[config.mk]
export PLATFORM = sky130hd
export DESIGN_NAME = if_fetch_flat
export DESIGN_NICKNAME = d
export VERILOG_FILES = /design/src/rtl/if_fetch_pkg.sv /design/src/rtl/if_fetch_if.sv /design/src/rtl/if_fetch_fifo.sv /design/src/rtl/if_fetch.sv /design/src/flat_wrapper.sv
export SDC_FILE = /design/constraint.sdc
export NUM_CORES = 1
export LEC_CHECK = 0
export BUFFER_PORTS_ARGS = -buffer_cell sky130_fd_sc_hd__buf_2
export CORE_MARGIN = 5
export CORE_UTILIZATION = 55
export DETAILED_ROUTE_END_ITERATION = 10
export GPL_TIMING_DRIVEN = 0
export MAX_ROUTING_LAYER = met4
export PLACE_DENSITY = 0.83
export SLEW_MARGIN = 20
export SYNTH_ARGS = -nofsm -noshare
export SYNTH_HDL_FRONTEND = slang
export SYNTH_SLANG_ARGS = --single-unit
[constraint.sdc]
create_clock -name clk_100MHz -period 4.7 [get_ports clk_100MHz]
set_input_delay 0.47 -clock clk_100MHz [delete_from_list [all_inputs] [get_ports clk_100MHz]]
set_output_delay 0.47 -clock clk_100MHz [all_outputs]
set_load 0.1 [all_outputs]
[src/rtl/if_fetch_pkg.sv]
// rtl/if_fetch_pkg.sv - shared widths, constants and types for the fetch stage
//
// Purpose: common definitions imported by the fetch stage, its prefetch FIFO
// and the instruction-memory interface.
// Ports: none (package).
package if_fetch_pkg;

    localparam int INST_W      = 32;
    localparam int INST_ADDR_W = 32;

    localparam logic [INST_W-1:0]      INST_NOP        = 32'h0000_0013;
    localparam logic [INST_ADDR_W-1:0] CPU_RESET_ADDR  = 32'h0000_0000;

    localparam logic RST_ENABLE      = 1'b0;
    localparam logic HOLD_ENABLE     = 1'b1;
    localparam logic JUMP_ENABLE     = 1'b1;
    localparam logic IMEM_REQ_ENABLE = 1'b1;

    // One prefetched word together with the address it was fetched from.
    typedef struct packed {
        logic [INST_W-1:0]      inst;
        logic [INST_ADDR_W-1:0] addr;
    } fetch_entry_t;

    function automatic logic [INST_ADDR_W-1:0] word_align(input logic [INST_ADDR_W-1:0] a);
        return {a[INST_ADDR_W-1:2], 2'b00};
    endfunction

endpackage

[src/rtl/if_fetch_if.sv]
// rtl/if_fetch_if.sv - pipelined request/grant/response instruction-memory port
//
// Purpose: bundles the instruction-memory handshake.
// Ports: imem_req_o/imem_addr_o (fetch side -> memory),
//        imem_gnt_i/imem_rvalid_i/imem_rdata_i (memory -> fetch side).
// Modports: master = fetch stage, slave = memory.
interface if_fetch_if;
    import if_fetch_pkg::*;

    logic                   imem_req_o;
    logic [INST_ADDR_W-1:0] imem_addr_o;
    logic                   imem_gnt_i;
    logic                   imem_rvalid_i;
    logic [INST_W-1:0]      imem_rdata_i;

    modport master (
        output imem_req_o,
        output imem_addr_o,
        input  imem_gnt_i,
        input  imem_rvalid_i,
        input  imem_rdata_i
    );

    modport slave (
        input  imem_req_o,
        input  imem_addr_o,
        output imem_gnt_i,
        output imem_rvalid_i,
        output imem_rdata_i
    );

endinterface

[src/rtl/if_fetch_fifo.sv]
// rtl/if_fetch_fifo.sv - in-order prefetch FIFO holding {instruction, address}
//
// Purpose: circular buffer of fetched words; head is visible combinationally
// from registered storage.
// Ports: clk, resetn (sync active-low), flush (empties FIFO), push/push_data,
//        pop, head/head_valid (oldest entry), count (entries held).
module fetch_fifo
    import if_fetch_pkg::*;
#(
    parameter int DEPTH = 2
) (
    input  logic                       clk,
    input  logic                       resetn,
    input  logic                       flush,
    input  logic                       push,
    input  fetch_entry_t               push_data,
    input  logic                       pop,
    output fetch_entry_t               head,
    output logic                       head_valid,
    output logic [$clog2(DEPTH+1)-1:0] count
);

    localparam int CW = $clog2(DEPTH + 1);
    localparam int PW = (DEPTH > 1) ? $clog2(DEPTH) : 1;

    fetch_entry_t   storage [DEPTH];
    logic [PW-1:0]  rd_ptr;
    logic [PW-1:0]  wr_ptr;
    logic           full;
    logic           push_ok;
    logic           pop_ok;

    // Pointers wrap explicitly so non-power-of-two depths work.
    function automatic logic [PW-1:0] ptr_inc(input logic [PW-1:0] p);
        return (p == PW'(DEPTH - 1)) ? '0 : p + 1'b1;
    endfunction

    assign full       = (count == CW'(DEPTH));
    assign head_valid = (count != '0);
    assign pop_ok     = pop & head_valid & !flush;
    // A push into a full FIFO is only accepted when the head leaves the same cycle.
    assign push_ok    = push & !flush & (!full | pop_ok);
    assign head       = storage[rd_ptr];

    always_ff @(posedge clk) begin
        if (!resetn || flush) begin
            rd_ptr <= '0;
            wr_ptr <= '0;
            count  <= '0;
        end else begin
            if (push_ok) begin
                wr_ptr <= ptr_inc(wr_ptr);
            end
            if (pop_ok) begin
                rd_ptr <= ptr_inc(rd_ptr);
            end
            count <= count + CW'(push_ok) - CW'(pop_ok);
        end
    end

    always_ff @(posedge clk) begin
        if (push_ok) begin
            storage[wr_ptr] <= push_data;
        end
    end

endmodule

[src/rtl/if_fetch.sv]
// rtl/if_fetch.sv - RISC-V instruction-fetch stage with prefetch FIFO
//
// Purpose: owns the fetch PC, issues word fetches on the pipelined imem port,
// buffers returned words in order and presents the FIFO head to pc_id.
// Ports: clk_100MHz, arst_n (sync active-low reset), hold_ena_i (pipeline
//        hold), jump_ena_i/jump_addr_i (redirect from EX), imem (master side
//        of the memory port), inst_o/inst_addr_o/inst_valid_o (to pc_id).
module if_fetch
    import if_fetch_pkg::*;
#(
    parameter int                     FIFO_DEPTH = 2,
    parameter logic [INST_ADDR_W-1:0] RESET_ADDR = CPU_RESET_ADDR
) (
    input  logic                   clk_100MHz,
    input  logic                   arst_n,
    input  logic                   hold_ena_i,
    input  logic                   jump_ena_i,
    input  logic [INST_ADDR_W-1:0] jump_addr_i,
    if_fetch_if.master             imem,
    output logic [INST_W-1:0]      inst_o,
    output logic [INST_ADDR_W-1:0] inst_addr_o,
    output logic                   inst_valid_o
);

    localparam int CW = $clog2(FIFO_DEPTH + 1);

    logic [INST_ADDR_W-1:0] fetch_pc;
    logic [INST_ADDR_W-1:0] resp_pc;
    logic [INST_ADDR_W-1:0] jump_target;
    logic [CW-1:0]          outstanding;
    logic [CW-1:0]          discard;
    logic [CW-1:0]          fifo_count;
    logic [CW:0]            demand;
    logic                   active;
    logic                   hold;
    logic                   jump;
    logic                   pop;
    logic                   req;
    logic                   gnt;
    logic                   resp;
    logic                   push;
    logic                   head_valid;
    fetch_entry_t           head;
    fetch_entry_t           push_data;

    assign active      = (arst_n != RST_ENABLE);
    assign hold        = (hold_ena_i == HOLD_ENABLE);
    assign jump        = (jump_ena_i == JUMP_ENABLE);
    assign jump_target = word_align(jump_addr_i);

    assign inst_valid_o = active & head_valid;
    assign inst_o       = inst_valid_o ? head.inst : INST_NOP;
    assign inst_addr_o  = inst_valid_o ? head.addr : CPU_RESET_ADDR;

    assign pop = inst_valid_o & !hold & !jump;

    // Words in flight plus words buffered, crediting the one leaving this
    // cycle, must stay below the FIFO depth so every response has a slot.
    assign demand = {1'b0, outstanding} + {1'b0, fifo_count} - (CW+1)'(pop);
    assign req    = active & !jump & (demand < (CW+1)'(FIFO_DEPTH));

    assign imem.imem_req_o  = req ? IMEM_REQ_ENABLE : ~IMEM_REQ_ENABLE;
    assign imem.imem_addr_o = fetch_pc;

    assign gnt  = req & imem.imem_gnt_i;
    // Responses with nothing outstanding belong to a transfer cut off by reset.
    assign resp = imem.imem_rvalid_i & (outstanding != '0);
    // Words owed to a pre-redirect request, or arriving in the jump cycle, are dropped.
    assign push = resp & (discard == '0) & !jump;

    assign push_data.inst = imem.imem_rdata_i;
    assign push_data.addr = resp_pc;

    always_ff @(posedge clk_100MHz) begin
        if (!arst_n) begin
            fetch_pc    <= RESET_ADDR;
            resp_pc     <= RESET_ADDR;
            outstanding <= '0;
            discard     <= '0;
        end else begin
            outstanding <= outstanding + CW'(gnt) - CW'(resp);
            if (jump) begin
                fetch_pc <= jump_target;
                resp_pc  <= jump_target;
                // Everything still in flight after this cycle is stale.
                discard  <= outstanding - CW'(resp);
            end else begin
                if (gnt) begin
                    fetch_pc <= fetch_pc + 32'd4;
                end
                if (push) begin
                    resp_pc <= resp_pc + 32'd4;
                end
                if (resp && (discard != '0)) begin
                    discard <= discard - 1'b1;
                end
            end
        end
    end

    fetch_fifo #(
        .DEPTH (FIFO_DEPTH)
    ) u_fifo (
        .clk        (clk_100MHz),
        .resetn     (arst_n),
        .flush      (jump),
        .push       (push),
        .push_data  (push_data),
        .pop        (pop),
        .head       (head),
        .head_valid (head_valid),
        .count      (fifo_count)
    );

endmodule

[src/flat_wrapper.sv]
// flat-port wrapper written by rule: the top's interface ports become plain ports
module if_fetch_flat import if_fetch_pkg::*;
#(
    parameter int                     FIFO_DEPTH = 2,
    parameter logic [INST_ADDR_W-1:0] RESET_ADDR = CPU_RESET_ADDR
)
  (clk_100MHz, arst_n, hold_ena_i, jump_ena_i, jump_addr_i, inst_o, inst_addr_o, inst_valid_o, imem_imem_req_o, imem_imem_addr_o, imem_imem_gnt_i, imem_imem_rvalid_i, imem_imem_rdata_i);
  if_fetch_if imem_i ();
  input  logic clk_100MHz;
  input  logic arst_n;
  input  logic hold_ena_i;
  input  logic jump_ena_i;
  input  logic [INST_ADDR_W-1:0] jump_addr_i;
  output logic [INST_W-1:0] inst_o;
  output logic [INST_ADDR_W-1:0] inst_addr_o;
  output logic inst_valid_o;
  output wire logic [$bits(imem_i.imem_req_o)-1:0] imem_imem_req_o;
  output wire logic [$bits(imem_i.imem_addr_o)-1:0] imem_imem_addr_o;
  input wire logic [$bits(imem_i.imem_gnt_i)-1:0] imem_imem_gnt_i;
  input wire logic [$bits(imem_i.imem_rvalid_i)-1:0] imem_imem_rvalid_i;
  input wire logic [$bits(imem_i.imem_rdata_i)-1:0] imem_imem_rdata_i;
  assign imem_imem_req_o = imem_i.imem_req_o;
  assign imem_imem_addr_o = imem_i.imem_addr_o;
  assign imem_i.imem_gnt_i = imem_imem_gnt_i;
  assign imem_i.imem_rvalid_i = imem_imem_rvalid_i;
  assign imem_i.imem_rdata_i = imem_imem_rdata_i;
  if_fetch #(.FIFO_DEPTH(FIFO_DEPTH), .RESET_ADDR(RESET_ADDR)) u_core (.clk_100MHz(clk_100MHz), .arst_n(arst_n), .hold_ena_i(hold_ena_i), .jump_ena_i(jump_ena_i), .jump_addr_i(jump_addr_i), .imem(imem_i), .inst_o(inst_o), .inst_addr_o(inst_addr_o), .inst_valid_o(inst_valid_o));
endmodule
==> Word level (Yosys, flattened, before mapping) <==
Memories as Yosys holds them, arrays and structs flattened. A register that Yosys moved wholly into a read port is not among the register bits.
Cells that the tools add are included.
{ "word_totals": {"regBits": 72, "elab_cells": 68, "inputBits": 70, "out_inout_bits": 98, "memories": 1, "mem_bits_rw": 128} }
{ "memory_table": {"columns": ["name", "words", "word_bits", "rd", "rd_ports_with_merged_regs", "wr", "line_no", "source"], "rows": [
  ["u_core.u_fifo.storage", 2, 64, 1, 1, 1, "if_fetch_fifo.sv:26", "fetch_entry_t storage [DEPTH];"]
]} }
{ "op_classes": {"n_eq_ne": 1, "n_addsub": 12, "n_mux": 15, "order_cmp": 1, "reduce_logical": 14, "n_bitwise": 15} }
{ "ops": {"columns": ["op", "n"], "rows": [
  ["two-way mux 32 bit", 6],
  ["adder 32 x 3 -> 32 bit (second input constant)", 2],
  ["AND 1 bit", 13],
  ["nonzero test 2 bit", 6],
  ["two-way mux 1 bit", 7],
  ["subtractor 2 x 1 -> 2 bit", 3],
  ["adder 2 x 1 -> 2 bit", 2],
  ["zero test 1 bit", 4],
  ["two-way mux 2 bit", 2],
  ["adder 2 x 2 -> 3 bit", 1],
  ["< comparator 3 x 2 -> 1 bit (second input constant)", 1],
  ["subtractor 3 x 1 -> 3 bit", 1],
  ["adder 1 bit (second input constant)", 2],
  ["equality test 2 bit (second input constant)", 1],
  ["zero test 2 bit", 1],
  ["OR reduction 2 bit", 1],
  ["subtractor 2 x 1 -> 2 bit (second input constant)", 1],
  ["logical AND 1 bit", 1],
  ["logical OR 1 bit", 1],
  ["inverter 1 bit", 1],
  ["OR 1 bit", 1]
]} }

==> Longest topological paths before layout <==
Gate-level depths: netlist (run 1).
{ "logic_depth": {"depth_word": 10, "ltp_mapped": 15, "ltp_nobuf": 12} }

==> By module <==
Synthesis (run 1) repeated with hierarchy kept, for this count alone.
{ "unflattened": {"hier_cells": 819, "area_unflattened_um2": 9439.1} }
{ "modules_own_cells": {"columns": ["mod", "seq_area_each_um2", "cells_each", "instances", "area_each_um2"], "rows": [
  ["fetch_fifo", 3943.8, 233, 1, 4918.5],
  ["if_fetch", 1281.2, 586, 1, 4520.6]
]} }

==> Worst setup path before layout (run 1) <==
No wires, ideal clock.
{ "synth_timing": {"kind": "reg-to-reg", "from": "register u_core.discard[0]", "to": "memory u_core.u_fifo.storage[0][10] in the netlist's numbering, enable pin", "arrival_ns": 3.685, "path_stages_with_launch": 7, "slack_ns": 0.533, "synth_period_minus_slack_ns": 4.167, "required_time_ns": 4.218, "setup_ns": 0.482, "n_path_buf": 0, "cell_sequence": "dfxtp_1 -> inv_1 -> ha_1 -> o211ai_4 -> nor3_1 -> inv_1 -> nor2_1"} }
{ "synth_between": {"elab_chain_len": 7} }
{ "synth_rtl": {"columns": ["item", "line_no", "source"], "rows": [
  ["start, declared", "if_fetch.sv:31", "logic [CW-1:0] discard;"],
  ["start signal, assigned", "if_fetch.sv:86", "discard <= outstanding - CW'(resp);"],
  ["start signal, assigned", "if_fetch.sv:95", "discard <= discard - 1'b1;"],
  ["zero test 2 bit", "if_fetch.sv:69", "assign push = resp & (discard == '0) & !jump;"],
  ["AND 1 bit (2 in a row)", "if_fetch.sv:69", null],
  ["AND 1 bit (2 in a row)", "if_fetch_fifo.sv:42", "assign push_ok = push & !flush & (!full | pop_ok);"],
  ["two-way mux 1 bit", "if_fetch_fifo.sv:62", "if (push_ok) begin"],
  ["two-way mux 1 bit (not written as such)", "if_fetch_fifo.sv:63", "storage[wr_ptr] <= push_data;"],
  ["end, declared", "if_fetch_fifo.sv:26", null]
]} }
No other way between the ends.

==> Worst setup path after layout (run 1) <==
{ "layout_timing": {"from": "input jump_ena_i", "to": "register u_core.outstanding[1]"} }
{ "layout_between": {"elab_chain_len": 8, "elab_cells_between_ends": 9, "classes_between": "add/sub: 3; order compare: 1; bitwise: 4; reduce/logical: 1"} }
{ "layout_rtl": {"columns": ["item", "line_no", "source"], "rows": [
  ["start, declared", "flat_wrapper.sv:12", "input logic jump_ena_i;"],
  ["zero test 1 bit *", "if_fetch.sv:55, if_fetch.sv:60", null],
  ["AND 1 bit", "if_fetch.sv:55", "assign pop = inst_valid_o & !hold & !jump;"],
  ["subtractor 3 x 1 -> 3 bit", "if_fetch.sv:59", "assign demand = {1'b0, outstanding} + {1'b0, fifo_count} - (CW+1)'(pop);"],
  ["< comparator 3 x 2 -> 1 bit", "if_fetch.sv:60", "assign req = active & !jump & (demand < (CW+1)'(FIFO_DEPTH));"],
  ["AND 1 bit *", "if_fetch.sv:60", null],
  ["AND 1 bit *", "if_fetch.sv:65", "assign gnt = req & imem.imem_gnt_i;"],
  ["adder 2 x 1 -> 2 bit *", "if_fetch.sv:81", "outstanding <= outstanding + CW'(gnt) - CW'(resp);"],
  ["subtractor 2 x 1 -> 2 bit *", "if_fetch.sv:81", null],
  ["end signal, assigned", "if_fetch.sv:81", null],
  ["end, declared", "if_fetch.sv:30", "logic [CW-1:0] outstanding;"]
]} }
Mark *: on every way between the ends. The rest lies on a longest branch, timed or not.
A chain may end at the register's enable or synchronous reset.

==> metrics, run 1 <==
status=finished clean; dpl ws=around 0.36 ns; ant diodes=0; Syn-to-layout area delta=19.75%; worst-margin pin slew=0.9009 ns; Hold Slack=0.2277 ns; core area=15,200 um2; Rows=45; Synthesis Warnings=0; top_reg_cell synth=edfxtp_1; final wirelength=approximately 20,000 um; Synth top area share=0.4380; # setup viols final=0; Mapped Area=about 8500 um2; max capacitance violation total=0; Avg Inst Size Synth=between 10 and 15 um2; Post-synth EDFFs=between 100 and 150; Hold Startpoint=imem_imem_rdata_i[26]; post_cts resized=0; Buffers & Inverters on Critical Path=6; largest net degree at the start of global routing=44; multi-input logic area=3167 um2; met3 wire len=roughly 1900 um; fin nets=between 1,000 and 1,500; RSZ-0062 raised after global routing=false; CTS Buffer Depth=2; H-tree depth=4; Max Slew Vio Count=0; Final WS setup=a little under 0.7 ns; Slowest cell on crit path=fa_1; Final period util=0.8535; power density over the cells=about 400 nW/um2; cell area after placement=approximately 9600 um2; Final ANT Viol Nets=0; number of fill cells in the layout=~1,100; Seq/Total Area, Yosys=0.6005; endpoints failing hold=0; I/O Pins=around 170; storage element area=a little over 5000 um2; worst min path class=input port to flop; Worst setup EP type=flop; Post-Route Skew=a little under 0.01 ns; clk root buf=clkbuf_16; Post-Layout Inst Area=a little over 10,000 um2; Die Y=~130 um; Routed WL per cell=between 15 and 20 um; share of cells above drive strength 1=0.2174; worst-path cell chain=buf_2 > inv_1 > clkbuf_1 > nand2_1 > nor3_1 > ha_1 > nand2b_1 > fa_1 > nand4b_1 > nand2b_1 > inv_1 > clkbuf_1 > buf_1 > ha_1 > nor2_1 > o21a_1; drt initial violations=around 490; Pre-antenna DRT Iters=5; Post-Synthesis Cells=between 700 and 800; ys async rst share=0; Worst-path clk slew=approximately 0.07 ns; Total GRT Usage=0.2281; Detail Placement HPWL=~15,000 um; die span in x=134.3 um; first-pass GRT wire length=approximately 31,000 um; CP Launch Type=input port; max frequency=between 200 and 250 MHz; postcts setup bufs=0; DRC Markers=0; top cell type by total area after synthesis=edfxtp_1; Crit Path Category=input port to flop; Slew HR=0.3948; wl on met1=between 8000 and 9000 um; Synth Register Bits=between 150 and 200; worst path required time=~5 ns; grt ovf=0; CP delay by family, top=buffers and inverters; Netlist cell types=between 50 and 60; number of global-route vias before repair=around 6,000; R2R Path Start=u_core.u_fifo.count[0]; clk_lat worst skew=about 0.43 ns; Final GP Congestion=~0.92; max layer used=met4; via count=around 6,500; CTS buffer count=17; Starting Density=0.5592; maximum VDD drop=between 0.2 and 0.3 mV; die area=18,040 um2; leak pwr=between 3 and 4 nW; Arr. time, crit path=4.33 ns; Area contributors post-synth=edfxtp_1 44%, dfxtp_1 16%, mux2i_1 7.5%, nor2_1 4.2%, xnor2_1 3.1%; vias per inst=roughly 5.7; Critical path origin=jump_ena_i; fin crit period=~4 ns; Num Clock Sinks=193; CTS tree=yes; Routed met2 length=approximately 9300 um; max incr delay on CP=about 0.5 ns; critical path fanouts, max=10; initial antenna violation count=0; hold bufs inserted after CTS=0; Port Buffers=between 150 and 200
[flip-flops by register name (all words and copies together), names as in the netlist, named ones only]
name                     flops
u_core.u_fifo.rd_ptr         1
u_core.resp_pc              30
u_core.discard               2
u_core.u_fifo.count          2
u_core.u_fifo.storage      124
u_core.u_fifo.wr_ptr         1
u_core.outstanding           2
u_core.imem.imem_addr_o     30
[layer usage]
metal / track usage / vias to the layer above
li1: - / 3120
met1: 0.3018 / 3058
met2: 0.3508 / 294
met3: 0.06039 / 28
met4: 0.06448 / 0
met5: - / -
[worst register-to-register path, cell delays in order (launching register included)]
cell      delay [ns]
dfxtp_1         0.41
nor2_1          0.11
nor3_1          0.16
ha_1            0.25
nand2b_1        0.15
fa_1            0.51
nand4b_1        0.18
nand2b_1        0.24
inv_1           0.09
clkbuf_1        0.34
buf_1           0.42
ha_1            0.26
nor2_1          0.05
o21a_1          0.16
[stage by stage]
stage	total power, W	setup TNS (ns)	util	instances
floorplan	0.002573	0	-	756
global placement	0.002733	-62.74	0.6284	1105
finish	0.004044	0	0.6696	1140
global route	0.004193	0	0.6696	1140
detailed placement	0.002760	0	0.6344	1108
CTS	0.004052	0	0.6696	1140
[cell usage in the layout, fill, tap and decap left out, types with 4 or more instances in the layout]
| master | count |
|---|---|
| nor2_1 | 94 |
| nand3_1 | 28 |
| edfxtp_1 | 124 |
| a31oi_1 | 8 |
| and3_1 | 10 |
| dfxtp_1 | 69 |
| xnor2_1 | 30 |
| buf_2 | 162 |
| nor4_1 | 16 |
| inv_1 | 21 |
| and4_1 | 4 |
| conb_1 | 4 |
| clkbuf_1 | 31 |
| buf_4 | 4 |
| and2_1 | 6 |
| ha_1 | 9 |
| buf_1 | 7 |
| or3_1 | 4 |
| o21ai_0 | 34 |
| mux2_2 | 5 |
| clkbuf_16 | 17 |
| nor3_1 | 16 |
| a21oi_1 | 48 |
| xor2_1 | 12 |
| a211oi_1 | 5 |
| o211a_1 | 4 |
| nand4_1 | 20 |
| nand2_1 | 40 |
| inv_6 | 6 |
| mux2i_1 | 64 |
[final timing paths]
kind	endpoint	slack, ns	depth (start not counted)
setup reg to reg	u_core.outstanding[1]	1.26	13
hold / removal	u_core.u_fifo.storage[0][58]	0.23	1
hold reg to reg	u_core.u_fifo.storage[0][31]	0.50	0
setup / recovery	u_core.outstanding[1]	0.69	16
[cells in the mapped netlist (2+ instances only)]
cell type and number:
mux2i_1 64, nand2b_1 2, xnor2_1 30, or4_1 2, dfxtp_1 69, a211oi_1 5, inv_1 21, and4_1 4
a21o_1 2, nor4_1 17, buf_4 4, nand4b_1 2, nand2_1 40, nor2_1 95, o22ai_1 2, and3_1 10
o211a_1 4, nand4_1 20, o21a_1 3, nor3_1 16, clkbuf_1 30, edfxtp_1 124, o21ai_0 34, ha_1 9
a31oi_1 8, a32oi_1 3, and2_1 7, buf_1 7, nor2b_1 2, a22oi_1 3, xor2_1 12, nand3_1 28
mux2_2 5, a21oi_1 48, or3_1 4
[final cells by class]
class                   instances  area share
flip-flops and latches        193      0.5015
multi-input cells             499      0.3111
repair buffers                164     0.08653
clock buffers                  18     0.04216
well taps                     188     0.02311
plain buffers                  42     0.01708
clock inverters                14     0.01045
inverters                      22    0.008112
[cells by family after synthesis]
logic type / after synthesis / share of synthesized area
AO/OA/AOI/OAI: 123 / 0.08714
XOR/XNOR: 42 / 0.04327
adder cells (fa/ha/maj): 10 / 0.01560
buffers and inverters: 64 / 0.03017
flip-flops: 193 / 0.6005
multiplexers: 69 / 0.08198
other: 1 / 0.0004411
AND/OR/NAND/NOR: 251 / 0.1409
[report_power, final]
part	leakage [nW]	internal (W)	switching, W
Combinational	1.78	0.000205	0.000518
Sequential	1.70	0.00192	0.0000878
Clock	0.260	0.000684	0.000626
No activity file was read; power rests on OpenSTA's default activity.
==> run 2, diff against run 1 <==
--- a/config.mk
+++ b/config.mk
@@ -12,6 +12,7 @@
 export GPL_TIMING_DRIVEN = 0
 export MAX_ROUTING_LAYER = met4
 export PLACE_DENSITY = 0.83
+export RECOVER_POWER = 100
 export SLEW_MARGIN = 20
 export SYNTH_ARGS = -nofsm -noshare
 export SYNTH_HDL_FRONTEND = slang
==> metrics, run 2 (synthesis results as in run 1) <==
Arr. time, crit path=4.37 ns (+0.04 ns); Num Clock Sinks=193 (unchanged); status=finished with violations; max capacitance violation total=1 (+1); Port Buffers=161 (unchanged); clk_lat worst skew=0.43 ns (about the same); fin crit period=4.052 ns (+0.03990 ns); largest net degree at the start of global routing=44 (unchanged); Post-Route Skew=0.01059 ns (+0.0006647 ns); core area=15,200 um2 (unchanged); Final period util=0.8620 (+0.008490); sequential fraction of design power=0.500 (+0.003); die area=18,040 um2 (unchanged); CTS Buffer Depth=2 (unchanged); power density over the cells=402.1 nW/um2 (+1.2%); Syn-to-layout area delta=17.47%; worst min path class=input port to flop; most frequent cells in the layout=140 x clkbuf_1, 124 x edfxtp_1, 95 x nor2_1; first-pass GRT wire length=31,300 um (unchanged); clk root buf=clkbuf_16; critical path fanouts, max=10 (unchanged); H-tree depth=4 (unchanged); vias per inst=5.700 (about the same); Max Slew Vio Count=20 (+20); total power=0.004015 W (-0.71%); initial antenna violation count=0 (unchanged); dpl ws=0.3630 ns (unchanged); Routed WL per cell=17.74 um (+0.60%); Comb power frac=0.174 (-0.005); Hold Slack=0.2277 ns (+0.00006300 ns); share of cells above drive strength 1=0.1029 (-0.1145); number of global-route vias before repair=6,109 (unchanged); via count=6,498 (-0.031%); # setup viols final=0 (unchanged); number of fill cells in the layout=1,212 (+5.5%); drt initial violations=482 (-2.2%); RSZ-0062 raised after global routing=false; Pre-antenna DRT Iters=5 (unchanged); die span in x=134.3 um (unchanged); max frequency=246.8 MHz (-0.98%); worst-margin pin slew=1.863 ns (+0.9619 ns); CTS tree=yes; Rows=45 (unchanged); Total GRT Usage=0.2281 (unchanged); dpl cells=1,108 (unchanged); DRC Markers=0 (unchanged); CP Launch Type=input port; Slew HR=-0.2465 (-0.6412); max FFs per register=124 (unchanged); post_cts resized=0 (unchanged); Most flops, register=u_core.u_fifo.storage; hold bufs inserted after CTS=0 (unchanged); Crit Path Category=input port to flop; Cell Int Power=0.002793 W (-0.70%); violated checks=max-capacitance violations, max-slew violations; Die Y=134.3 um (unchanged); Worst setup EP type=flop; commonest non-fill, non-tap cell in the layout=clkbuf_1; worst path required time=5.02 ns (about the same); Starting Density=0.5592 (unchanged); Clock power frac=0.326 (+0.002); endpoints failing hold=0 (unchanged); Detail Placement HPWL=14,680 um (unchanged); ant diodes=0 (unchanged); final wirelength=20,230 um (+0.60%); Final ANT Viol Nets=0 (unchanged); Worst-path clk slew=0.07 ns (about the same); CTS buffer count=17 (unchanged); Final GP Congestion=0.9215 (unchanged); leak pwr=3.311 nW (-11%); fin nets=1,019 (unchanged); Net Sw Power=0.001222 W (-0.76%); Final Util=0.6569 (-0.01276); grt ovf=0 (unchanged); Non-Filler Instances=1,140 (unchanged); maximum VDD drop=0.2904 mV (about the same); Sw Ratio=0.3044 (about the same); Final WS setup=0.6485 ns (-0.03990 ns); I/O Pins=168 (unchanged); postcts setup bufs=0 (unchanged)
-- run 2: changes by cell type in the layout (fill, tap and decap cells not counted), moves of 2 or more --
cell | previous run | this run
buf_1 | 7 | 4
clkbuf_1 | 31 | 140
and2_0 | 0 | 2
clkbuf_2 | 0 | 3
buf_2 | 162 | 55
-- run 2: layout make-up --
type / count / area (um2) / area share
inverters: 22 / 82.58 / 0.008270
plain buffers: 42 / 172.7 / 0.01729
clock inverters: 14 / 106.4 / 0.01065
multi-input cells: 499 / 3143 / 0.3147
clock buffers: 18 / 429.2 / 0.04298
flip-flops and latches: 193 / 5105 / 0.5112
repair buffers: 164 / 711.9 / 0.07129
well taps: 188 / 235.2 / 0.02356
-- run 2: power by group through the flow --
stage	clock network [W]	logic [W]	registers (W)
detailed placement	0	0.000715	0.00205
global placement	0	0.000684	0.00205
floorplan	0	0.000409	0.00216
CTS	0.00132	0.000720	0.00201
finish	0.00131	0.000698	0.00201
global route	0.00139	0.000751	0.00202
-- run 2: through the flow --
stage / area (um2) / TNS, ns
finish: 9986 / 0
global route: 9986 / 0
CTS: 10180 / 0
detailed placement: 9644 / 0
global placement: 9553 / -62.74
floorplan: 8512 / 0
-- run 2: critical path, cell delays in order --
cell	delay (ns)
clkbuf_1	0.15
inv_1	0.17
clkbuf_1	0.39
nand2_1	0.28
nor3_1	0.24
ha_1	0.25
nand2b_1	0.15
fa_1	0.51
nand4b_1	0.18
nand2b_1	0.24
inv_1	0.09
clkbuf_1	0.34
clkbuf_1	0.42
ha_1	0.26
nor2_1	0.05
o21a_1	0.16
-- run 2: per-layer routing --
metal / vias to the layer above / global-route usage / routed length [um]
met1: 3037 / 0.3018 / 8686
li1: 3121 / - / -
met2: 309 / 0.3508 / 9294
met4: 0 / 0.06448 / 321
met5: - / - / 0
met3: 31 / 0.06039 / 1924
-- run 2: worst paths after layout --
check,slack (ns),startpoint,cells past startpoint,to
setup / recovery,0.65,jump_ena_i,16,u_core.outstanding[1]
hold / removal,0.23,imem_imem_rdata_i[26],1,u_core.u_fifo.storage[0][58]
hold reg to reg,0.50,u_core.resp_pc[31],0,u_core.u_fifo.storage[0][31]
setup reg to reg,0.71,u_core.discard[0],8,u_core.u_fifo.storage[0][32]
